==> config.mk <==
export PLATFORM = sky130hd
export DESIGN_NAME = alu_pair_dispatch
export DESIGN_NICKNAME = d
export VERILOG_FILES = /design/src/rtl/alu_pair_dispatch.sv
export SDC_FILE = /design/constraint.sdc
export NUM_CORES = 1
export LEC_CHECK = 0
export ABC_CLOCK_PERIOD_IN_PS = 19990
export CORE_AREA = 4 4 259 261
export DETAILED_ROUTE_END_ITERATION = 10
export DIE_AREA = 0 0 263 265
export GPL_ROUTABILITY_DRIVEN = 0
export GPL_TIMING_DRIVEN = 1
export MAX_ROUTING_LAYER = met4
export RECOVER_POWER = 50
export SYNTH_ARGS = -nofsm -noshare
export SYNTH_HDL_FRONTEND = slang
export SYNTH_SLANG_ARGS = --single-unit
==> constraint.sdc <==
create_clock -name clk_i -period 19.99 [get_ports clk_i]
set_input_delay 2.9985 -clock clk_i [delete_from_list [all_inputs] [get_ports clk_i]]
set_output_delay 2.9985 -clock clk_i [all_outputs]
set_load 0.1 [all_outputs]
==> src/rtl/alu_pair_dispatch.sv <==
// Dual-ALU issue stage: registers up to two decoded ops per cycle onto lanes 0/1,
// bypassing lane0's result into lane1 or splitting a dependent pair over two cycles.
module alu_pair_dispatch #(
  parameter int XLEN     = 64,
  parameter int OpW      = 8,
  parameter int TransIdW = 3,
  parameter bit BypassEn = 1'b1
) (
  input  logic                          clk_i,
  input  logic                          rst_i,
  input  logic                          flush_i,
  input  logic [1:0]                    issue_valid_i,
  output logic                          issue_ready_o,
  input  logic [1:0][OpW-1:0]           op_i,
  input  logic [1:0][4:0]               rs1_i,
  input  logic [1:0][4:0]               rs2_i,
  input  logic [1:0][4:0]               rd_i,
  input  logic [1:0]                    rd_we_i,
  input  logic [1:0]                    nobyp_i,
  input  logic [1:0][XLEN-1:0]          opa_i,
  input  logic [1:0][XLEN-1:0]          opb_i,
  input  logic [1:0][TransIdW-1:0]      trans_id_i,
  input  logic [XLEN-1:0]               alu_result0_i,
  output logic [1:0]                    alu_valid_o,
  output logic [1:0][OpW-1:0]           alu_op_o,
  output logic [1:0][XLEN-1:0]          alu_opa_o,
  output logic [1:0][XLEN-1:0]          alu_opb_o,
  output logic [1:0][TransIdW-1:0]      alu_trans_id_o,
  output logic                          rs1_from_rd_o,
  output logic                          rs2_from_rd_o
);

  typedef enum logic {IDLE = 1'b0, HOLD = 1'b1} state_t;

  state_t state_q, state_d;

  logic [1:0]               valid_q, valid_d;
  logic [1:0][OpW-1:0]      op_q, op_d;
  logic [1:0][XLEN-1:0]     opa_q, opa_d;
  logic [1:0][XLEN-1:0]     opb_q, opb_d;
  logic [1:0][TransIdW-1:0] tid_q, tid_d;
  logic                     rs1_byp_q, rs1_byp_d;
  logic                     rs2_byp_q, rs2_byp_d;

  logic                     hold_valid_q, hold_valid_d;
  logic [OpW-1:0]           hold_op_q, hold_op_d;
  logic [XLEN-1:0]          hold_opa_q, hold_opa_d;
  logic [XLEN-1:0]          hold_opb_q, hold_opb_d;
  logic [TransIdW-1:0]      hold_tid_q, hold_tid_d;
  logic                     hold_depa_q, hold_depa_d;
  logic                     hold_depb_q, hold_depb_d;

  logic dep_a, dep_b, dep, byp, accept;

  // Only slot0's bypassability matters: slot1 never feeds anything in this pair.
  logic unused_nobyp1;
  assign unused_nobyp1 = nobyp_i[1];

  assign dep_a  = issue_valid_i[1] && rd_we_i[0] && (rd_i[0] != 5'd0) && (rs1_i[1] == rd_i[0]);
  assign dep_b  = issue_valid_i[1] && rd_we_i[0] && (rd_i[0] != 5'd0) && (rs2_i[1] == rd_i[0]);
  assign dep    = dep_a || dep_b;
  assign byp    = dep && (BypassEn != 1'b0) && !nobyp_i[0];
  assign accept = (state_q == IDLE) && issue_valid_i[0];

  assign issue_ready_o = (state_q == IDLE);

  always_ff @(posedge clk_i or posedge rst_i) begin
    if (rst_i) begin
      state_q <= IDLE;
    end else begin
      state_q <= state_d;
    end
  end

  always_comb begin
    state_d = state_q;
    if (flush_i) begin
      state_d = IDLE;
    end else begin
      case (state_q)
        IDLE:    if (accept && dep && !byp) state_d = HOLD;
        HOLD:    state_d = IDLE;
        default: state_d = IDLE;
      endcase
    end
  end

  always_comb begin
    valid_d      = 2'b00;
    op_d         = op_q;
    opa_d        = opa_q;
    opb_d        = opb_q;
    tid_d        = tid_q;
    rs1_byp_d    = 1'b0;
    rs2_byp_d    = 1'b0;
    hold_valid_d = hold_valid_q;
    hold_op_d    = hold_op_q;
    hold_opa_d   = hold_opa_q;
    hold_opb_d   = hold_opb_q;
    hold_tid_d   = hold_tid_q;
    hold_depa_d  = hold_depa_q;
    hold_depb_d  = hold_depb_q;

    if (flush_i) begin
      hold_valid_d = 1'b0;
    end else if (state_q == HOLD) begin
      // Held op always drains on lane0, with its stale operand replaced by lane0's result.
      hold_valid_d = 1'b0;
      valid_d      = {1'b0, hold_valid_q};
      op_d[0]      = hold_op_q;
      opa_d[0]     = hold_depa_q ? alu_result0_i : hold_opa_q;
      opb_d[0]     = hold_depb_q ? alu_result0_i : hold_opb_q;
      tid_d[0]     = hold_tid_q;
    end else if (accept) begin
      valid_d[0] = 1'b1;
      op_d[0]    = op_i[0];
      opa_d[0]   = opa_i[0];
      opb_d[0]   = opb_i[0];
      tid_d[0]   = trans_id_i[0];
      if (dep && !byp) begin
        hold_valid_d = 1'b1;
        hold_op_d    = op_i[1];
        hold_opa_d   = opa_i[1];
        hold_opb_d   = opb_i[1];
        hold_tid_d   = trans_id_i[1];
        hold_depa_d  = dep_a;
        hold_depb_d  = dep_b;
      end else if (issue_valid_i[1]) begin
        valid_d[1] = 1'b1;
        op_d[1]    = op_i[1];
        opa_d[1]   = opa_i[1];
        opb_d[1]   = opb_i[1];
        tid_d[1]   = trans_id_i[1];
        rs1_byp_d  = byp && dep_a;
        rs2_byp_d  = byp && dep_b;
      end
    end
  end

  always_ff @(posedge clk_i or posedge rst_i) begin
    if (rst_i) begin
      valid_q      <= '0;
      op_q         <= '0;
      opa_q        <= '0;
      opb_q        <= '0;
      tid_q        <= '0;
      rs1_byp_q    <= 1'b0;
      rs2_byp_q    <= 1'b0;
      hold_valid_q <= 1'b0;
      hold_op_q    <= '0;
      hold_opa_q   <= '0;
      hold_opb_q   <= '0;
      hold_tid_q   <= '0;
      hold_depa_q  <= 1'b0;
      hold_depb_q  <= 1'b0;
    end else begin
      valid_q      <= valid_d;
      op_q         <= op_d;
      opa_q        <= opa_d;
      opb_q        <= opb_d;
      tid_q        <= tid_d;
      rs1_byp_q    <= rs1_byp_d;
      rs2_byp_q    <= rs2_byp_d;
      hold_valid_q <= hold_valid_d;
      hold_op_q    <= hold_op_d;
      hold_opa_q   <= hold_opa_d;
      hold_opb_q   <= hold_opb_d;
      hold_tid_q   <= hold_tid_d;
      hold_depa_q  <= hold_depa_d;
      hold_depb_q  <= hold_depb_d;
    end
  end

  assign alu_valid_o    = valid_q;
  assign alu_op_o       = op_q;
  assign alu_opa_o      = opa_q;
  assign alu_opb_o      = opb_q;
  assign alu_trans_id_o = tid_q;
  assign rs1_from_rd_o  = rs1_byp_q;
  assign rs2_from_rd_o  = rs2_byp_q;

endmodule

# After elaboration in Yosys (flattened, before gate mapping)
# Index checks and enable logic that the tools add are counted.
[classes] n_addsub=0 mul=0 div=0 order_cmp=0 eq_ne=2 shifts=0 muxes=32 bitwise_logic=3 reduce_logical=22
[ops] cell="$mux 64" count=6
[ops] cell="$mux 1" count=18
[ops] cell="$mux 8" count=2
[ops] cell="$logic_and 1x1->1" count=11
[ops] cell="$eq 5x5->1" count=2
[ops] cell="$mux 2" count=3
[ops] cell="$mux 3" count=2
[ops] cell="$reduce_bool 3->1" count=2
[ops] cell="$reduce_and 5->1" count=1
[ops] cell="$reduce_bool 5->1" count=1
[ops] cell="$reduce_and 2->1" count=2
[ops] cell="$reduce_and 4->1" count=1
[ops] cell="$not 1->1" count=3
[ops] cell="$logic_not 1->1" count=2
[ops] cell="$pmux 1 s2" count=1
[ops] cell="$reduce_bool 2->1" count=1
[ops] cell="$logic_or 1x1->1" count=1
[word_totals] regBits=425 latch_bits=0 ramBits=0 romBits=0 inputBits=381 out_inout_bits=283 elab_cells=78 mem_count=0

# Depth between registers and ports, before layout
# Gate-level depths: netlist of the first run.
[depth] depth_word=11 mapped_depth=9 mapped_depth_nobuf=5

# Least setup slack after synthesis of the first run
# OpenSTA, ideal clock, no wires.
[synth_path] kind="reg-to-output" startpoint="register state_q" endpoint="output issue_ready_o" arrival_ns=1.852 t_required_ns=16.992 slack_ns=15.140 stages_incl_launch_ff=5 path_buffers=3 cell_sequence="dfrtp_1 > buf_2 > clkinv_1 > clkbuf_1 > clkbuf_1"
[synth_between] elab_chain_cells=1
[synth_rtl] element="start, declared" line_no="35" text="state_t state_q, state_d;"
[synth_rtl] element="start signal, assigned" line_no="71" text="state_q <= state_d;"
[synth_rtl] element="$not 1->1 (no source line)"
[synth_rtl] element="end, declared" line_no="13" text="output logic issue_ready_o,"
# No other way between the ends.

==> results.ini, run 1 <==
[timing]
maxSlewViolCount = 634
finClkSkew_ps = 15.1
final-hold-violation-count = 0
rsz0062_at_grt = no
period_share = 0.529
min_period_ps = 10570
slew_headroom = -2.68
fmax_mhz = 94.6
worst_slew_pin_slew_ps = 5480
setup_viol = 0
fin_setup_tns_ps = 0

[logic_synthesis]
yosys_warnings = 0
synth_seq_cells = 425
syn_avg_cell_area_um2 = 9.86
async_flop_share = 1.00
ys_seq_area_frac = 0.490
syn_inst = 2200
synth-main-ff-cell = dfrtp_1
synthDistinctLibCells = 30
synth-edff-count = 0
synth.cell_area_um2 = 21700
synth.net_count = 2581

[floorplanning]
coreArea_um2 = 64500
dieArea_um2 = 69700
die_y_um = 265
die_w_um = 263
start_util = 0.336
io_pins = 664
fp-row-count = 93

[place]
hpwlAfterDp_um = 54400
port_buffers = 646
placed_area_um2 = 28600

[routing]
wl_met2_um = 40600
vias = 19800
vias_per_cell = 5.49
drc_errors = 0
post_drt_wl_per_cell_um = 22.8
wl_um = 82200
highest_layer = met4
wirelength_met1_um = 33800
drt_iter0_markers = 1344
drtPass1Iterations = 5
route.met3.wl_um = 5440
ant_nets = 0

[critical_path]
path_common_cell = buf_4
startpoint_type = primary input
critical_path_peak_fanout = 118
cp-end-kind = asynchronous set/reset pin
crit_required_ps = 20560
critical-path-top-delay-family = buffers and inverters
critPathSlowestCell = clkinvlp_2
cpPeakStageDelay_ps = 3030
cp_num_buf_inv = 5
path_cells = dlygate4sd3_1, clkinvlp_2, clkbuf_1, buf_4, buf_4
worst-setup-path-type = in -> async
crit_arrival_ps = 11140

[cts]
post_cts_resized = 0
numClockSinks = 425
cts_setup_buffers = 0
numCtsBuffers = 51
insertion_delay_ps = 590
root_buffer = clkbuf_16
hold_buffers = 0
cts_max_level = 2
tritoncts = done
path_clk_slew_ps = 50
cts_buffer_depth = 3

[power]
intPower_mw = 1.86
power.switching_mw = 1.41
cellLeakagePower_nw = 12.6
combPwrFrac = 0.378
power_density_nw_per_um2 = 108
seqPwrFrac = 0.325
peakVddDrop_uv = 66.9
switching_share = 0.432
p_clk_frac = 0.296

[global_routing]
grt_pass1_vias = 20100
antenna_found_initial = 14
grt_max_degree = 119
grt_first_pass_wirelength_um = 125000
groute.usage.overall = 0.230
gr-total-overflow = 0

[status]
violations = capacitance limit, slew limit
status = finished with violations

[final_layout]
syn_to_final_growth_pct = 39.6
seqCellArea_um2 = 10600
drive_above_1_share = 0.0920
nets = 3081
nFillCells = 6062
multi_input_area_um2 = 10100
design_area_um2 = 30300

[hold_path]
hp-class = reg -> reg

[job]
max_cap_violations = 9

## synth_stat cells (2+ instances only)
master | n | share of area
a21oi_1 | 269 | 0.062
dfrtp_1 | 425 | 0.49
xnor2_1 | 4 | 0.0016
mux2i_1 | 139 | 0.064
buf_6 | 9 | 0.0047
o21ai_0 | 143 | 0.033
buf_2 | 26 | 0.0060
clkbuf_1 | 174 | 0.030
nand4_1 | 139 | 0.040
nor2_1 | 129 | 0.022
inv_1 | 2 | 0.00035
nand3_1 | 143 | 0.033
nand2_1 | 140 | 0.024
mux2_2 | 49 | 0.025
nor3_1 | 4 | 0.00092
xor2_1 | 6 | 0.0024
mux2_4 | 90 | 0.062
buf_1 | 18 | 0.0031
o211ai_1 | 139 | 0.048
and3_1 | 142 | 0.041
## layout by cell type (no fill, tap or decap), types with 140 or more instances in the layout
cell type / count
dfrtp_1: 423
clkdlybuf4s50_1: 418
a21oi_1: 269
dlygate4sd3_1: 227
o21ai_0: 143
nand3_1: 140
nand2_1: 140
## flip-flops by register name, summed over array words and instances, names as in the netlist, 3 cells and up
name            count
alu_opb_o         128
alu_op_o           16
hold_tid_q          3
alu_opa_o         128
hold_opa_q         64
hold_op_q           8
hold_opb_q         64
alu_trans_id_o      6
## cells by family after synthesis
kind of cell	after synthesis	share of synthesized area
xor gates and xnor gates	10	0.00404
buffers and inverters	231	0.0451
and+or+nand+nor	700	0.163
DFF	425	0.490
muxes	278	0.152
AOI/OAI and AO/OA	556	0.145
## worst register-to-register path: cells and delay by family, from the launching register on
kind	cells	cell delay, ps
AO/OA/AOI/OAI	2	740
buffers and inverters	3	4250
flip-flops	1	350
## final cells by class
cell class,instances,share of cell area
Antenna cell,14,0.00116
Clock inverter,17,0.00620
Inverter,3,0.000661
Tap cell,855,0.0353
Timing Repair Buffer,675,0.220
Multi-Input combinational cell,1544,0.334
Clock buffer,74,0.0510
Sequential cell,425,0.352
## power groups by stage
stage | combinational, mW | clock (mW) | sequential (mW)
after global placement | 1.26 | 0 | 1.07
after floorplan | 0.200 | 0 | 1.76
after detailed placement | 1.27 | 0 | 1.08
after CTS | 1.27 | 0.987 | 1.07
after global routing | 1.28 | 1.02 | 1.08
final | 1.23 | 0.967 | 1.06
## routing by layer
metal	global-route usage	up-vias
li1	-	9083
met2	0.382	685
met5	-	-
met3	0.0511	120
met1	0.286	9931
met4	0.0639	0
## through the flow
stage | cells | total power, mW | utilization | hold slack (ps) | setup slack [ps]
6_report | 3607 | 3.26 | 0.470 | 472 | 9420
5_1_grt | 3607 | 3.38 | 0.470 | 495 | 7790
3_3_place_gp | 3502 | 2.33 | 0.443 | 462 | 13100
4_1_cts | 3593 | 3.32 | 0.470 | 482 | 13650
3_5_place_dp | 3502 | 2.34 | 0.443 | 470 | 13010
2_1_floorplan | 2200 | 1.96 | - | 450 | 5160
## final timing paths
| check | start | to | slack, ps | depth (start not counted) |
|---|---|---|---|---|
| worst max-delay path | rst_i | alu_opa_o[43]$_DFFE_PP0P_ | 9420 | 5 |
| worst min-delay path | alu_opa_o[48]$_DFFE_PP0P_ | alu_opa_o[48]$_DFFE_PP0P_ | 470 | 2 |
| worst max register to register | state_q$_DFF_PP0_ | alu_opb_o[36]$_DFFE_PP0P_ | 14370 | 5 |
| worst min register to register | alu_opa_o[48]$_DFFE_PP0P_ | alu_opa_o[48]$_DFFE_PP0P_ | 470 | 2 |
| max in group clk_i | issue_valid_i[0] | alu_opb_o[36]$_DFFE_PP0P_ | 11860 | 5 |
| min in group asynchronous | rst_i | alu_opa_o[10]$_DFFE_PP0P_ | 4550 | 2 |
Power figures use the tool's default switching activity.
==> run 2, diff against run 1 <==
--- a/config.mk
+++ b/config.mk
@@ -5,10 +5,10 @@
 export SDC_FILE = /design/constraint.sdc
 export NUM_CORES = 1
 export LEC_CHECK = 0
-export ABC_CLOCK_PERIOD_IN_PS = 19990
-export CORE_AREA = 4 4 259 261
+export ABC_CLOCK_PERIOD_IN_PS = 9100
+export CORE_AREA = 4 4 258 260
 export DETAILED_ROUTE_END_ITERATION = 10
-export DIE_AREA = 0 0 263 265
+export DIE_AREA = 0 0 262 264
 export GPL_ROUTABILITY_DRIVEN = 0
 export GPL_TIMING_DRIVEN = 1
 export MAX_ROUTING_LAYER = met4
==> constraint.sdc (replaced) <==
create_clock -name clk_i -period 9.1 [get_ports clk_i]
set_input_delay 1.365 -clock clk_i [delete_from_list [all_inputs] [get_ports clk_i]]
set_output_delay 1.365 -clock clk_i [all_outputs]
set_load 0.1 [all_outputs]
==> run 2 against run 1 <==
Compared with the run above:
- the run still ends with capacitance limit, slew limit left
- clock skew shrank 5.5 ps
- clock-buffer cell count grew 7
- worst hold slack is essentially flat
- die area shrank 0.76%
- global-route usage grew 0.51 points
- final cell count is essentially flat
- largest cell class unchanged
- largest power group unchanged
==> results.ini, run 2 (synthesis results as in run 1) <==
[timing]
setup_ws_ps = 2430
fmax_mhz = 150
slew_headroom = -1.66
fin_setup_tns_ps = 0
worst_slew_pin_slew_ps = 3990
maxSlewViolCount = 358
setup_viol = 0
min_period_ps = 6670
final-hold-violation-count = 0
period_share = 0.733
rsz0062_at_grt = no
finClkSkew_ps = 9.53

[power]
seqPwrFrac = 0.327
cellLeakagePower_nw = 12.4
p_clk_frac = 0.287
power.switching_mw = 3.10
intPower_mw = 4.07
switching_share = 0.432
peakVddDrop_uv = 165
power_density_nw_per_um2 = 237
combPwrFrac = 0.386
finalPower_mw = 7.17

[floorplanning]
die_w_um = 262
start_util = 0.338
fp-row-count = 93
io_pins = 664
coreArea_um2 = 64100
die_y_um = 264
dieArea_um2 = 69200

[global_routing]
grt_pass1_vias = 20100
grt_max_degree = 160
groute.usage.overall = 0.235
grt_first_pass_wirelength_um = 125000
gr-total-overflow = 0
antenna_found_initial = 18

[hold_path]
hp-class = reg -> reg

[routing]
drt_iter0_markers = 1529
ant_nets = 0
vias = 20000
wl_um = 82700
post_drt_wl_per_cell_um = 22.9
vias_per_cell = 5.54
drtPass1Iterations = 7
drc_errors = 0

[critical_path]
cpPeakStageDelay_ps = 2760
crit_arrival_ps = 7140
reg2reg_slack_ps = 3510
critical-path-top-delay-family = buffers and inverters
critical_path_peak_fanout = 68
cp_num_buf_inv = 3
crit_required_ps = 9570
cp-end-kind = flip-flop
critPathSlowestCell = clkbuf_1
worst-setup-path-type = in -> reg
startpoint_type = primary input
path_cells = dlygate4sd3_1, xor2_1, nor3_1, nand3_4, clkbuf_1, a21oi_4, buf_4, mux2_4

[cts]
hold_buffers = 0
post_cts_resized = 0
cts_buffer_depth = 3
insertion_delay_ps = 600
numCtsBuffers = 51
cts_max_level = 2
root_buffer = clkbuf_16
path_clk_slew_ps = 60
numClockSinks = 425
cts_setup_buffers = 0
tritoncts = done

[final_layout]
mostFrequentLayoutCell = clkdlybuf4s50_1
drive_above_1_share = 0.0936
nets = 3079
syn_to_final_growth_pct = 39.5
final_cell_mix = clkdlybuf4s50_1, dfrtp_1, a21oi_1
design_area_um2 = 30300

[place]
placed_area_um2 = 28600
port_buffers = 646
hpwlAfterDp_um = 54800
pre_cts_slack_ps = 3990

[job]
max_cap_violations = 7

[status]
violations = capacitance limit, slew limit
status = finished with violations

## run 2: layer usage
metal	global-route usage	vias to the layer above	wire [µm]
met5	-	-	0
li1	-	9094	-
met2	0.378	651	40900
met4	0.0751	0	2180
met1	0.294	10100	33600
met3	0.0579	119	6080
## run 2: path summary, 6_finish.rpt
path	startpoint	to	depth (start not counted)
setup / recovery	rd_i[4]	hold_opb_q[38]$_DFFE_PP0P_	8
hold / removal	alu_opb_o[35]$_DFFE_PP0P_	alu_opb_o[35]$_DFFE_PP0P_	2
setup reg to reg	state_q$_DFF_PP0_	alu_opb_o[46]$_DFFE_PP0P_	4
hold reg to reg	alu_opb_o[35]$_DFFE_PP0P_	alu_opb_o[35]$_DFFE_PP0P_	2
max in group asynchronous	rst_i	alu_opb_o[45]$_DFFE_PP0P_	4
min in group asynchronous	rst_i	alu_opa_o[11]$_DFFE_PP0P_	3
## run 2: power by group through the flow
stage | Combinational, mW | Clock [mW] | Sequential [mW]
6_report | 2.77 | 2.06 | 2.34
5_1_grt | 2.87 | 2.19 | 2.37
4_1_cts | 2.79 | 2.11 | 2.34
3_5_place_dp | 2.79 | 0 | 2.37
3_3_place_gp | 2.77 | 0 | 2.35
2_1_floorplan | 0.439 | 0 | 3.86
## run 2: tightest hold or removal path: stages, from the launching register on
cell	delay, ps
dfrtp_1	340
nand2_1	40
o21ai_0	60
## run 2: stage by stage
step,util,std cells,hold slack [ps]
2_1_floorplan,-,2200,450
3_3_place_gp,0.446,3500,461
3_5_place_dp,0.446,3500,469
4_1_cts,0.472,3590,482
5_1_grt,0.472,3608,490
6_report,0.472,3608,472
## run 2: layout make-up
cell class                      instances  area [µm²]
Fill cell                            6004       33900
Sequential cell                       425       10600
Multi-Input combinational cell       1544       10100
Timing Repair Buffer                  673        6660
Clock buffer                           81        1570
Tap cell                              855        1070
Clock inverter                          9         106
Antenna cell                           18        45.0
Inverter                                3        22.5
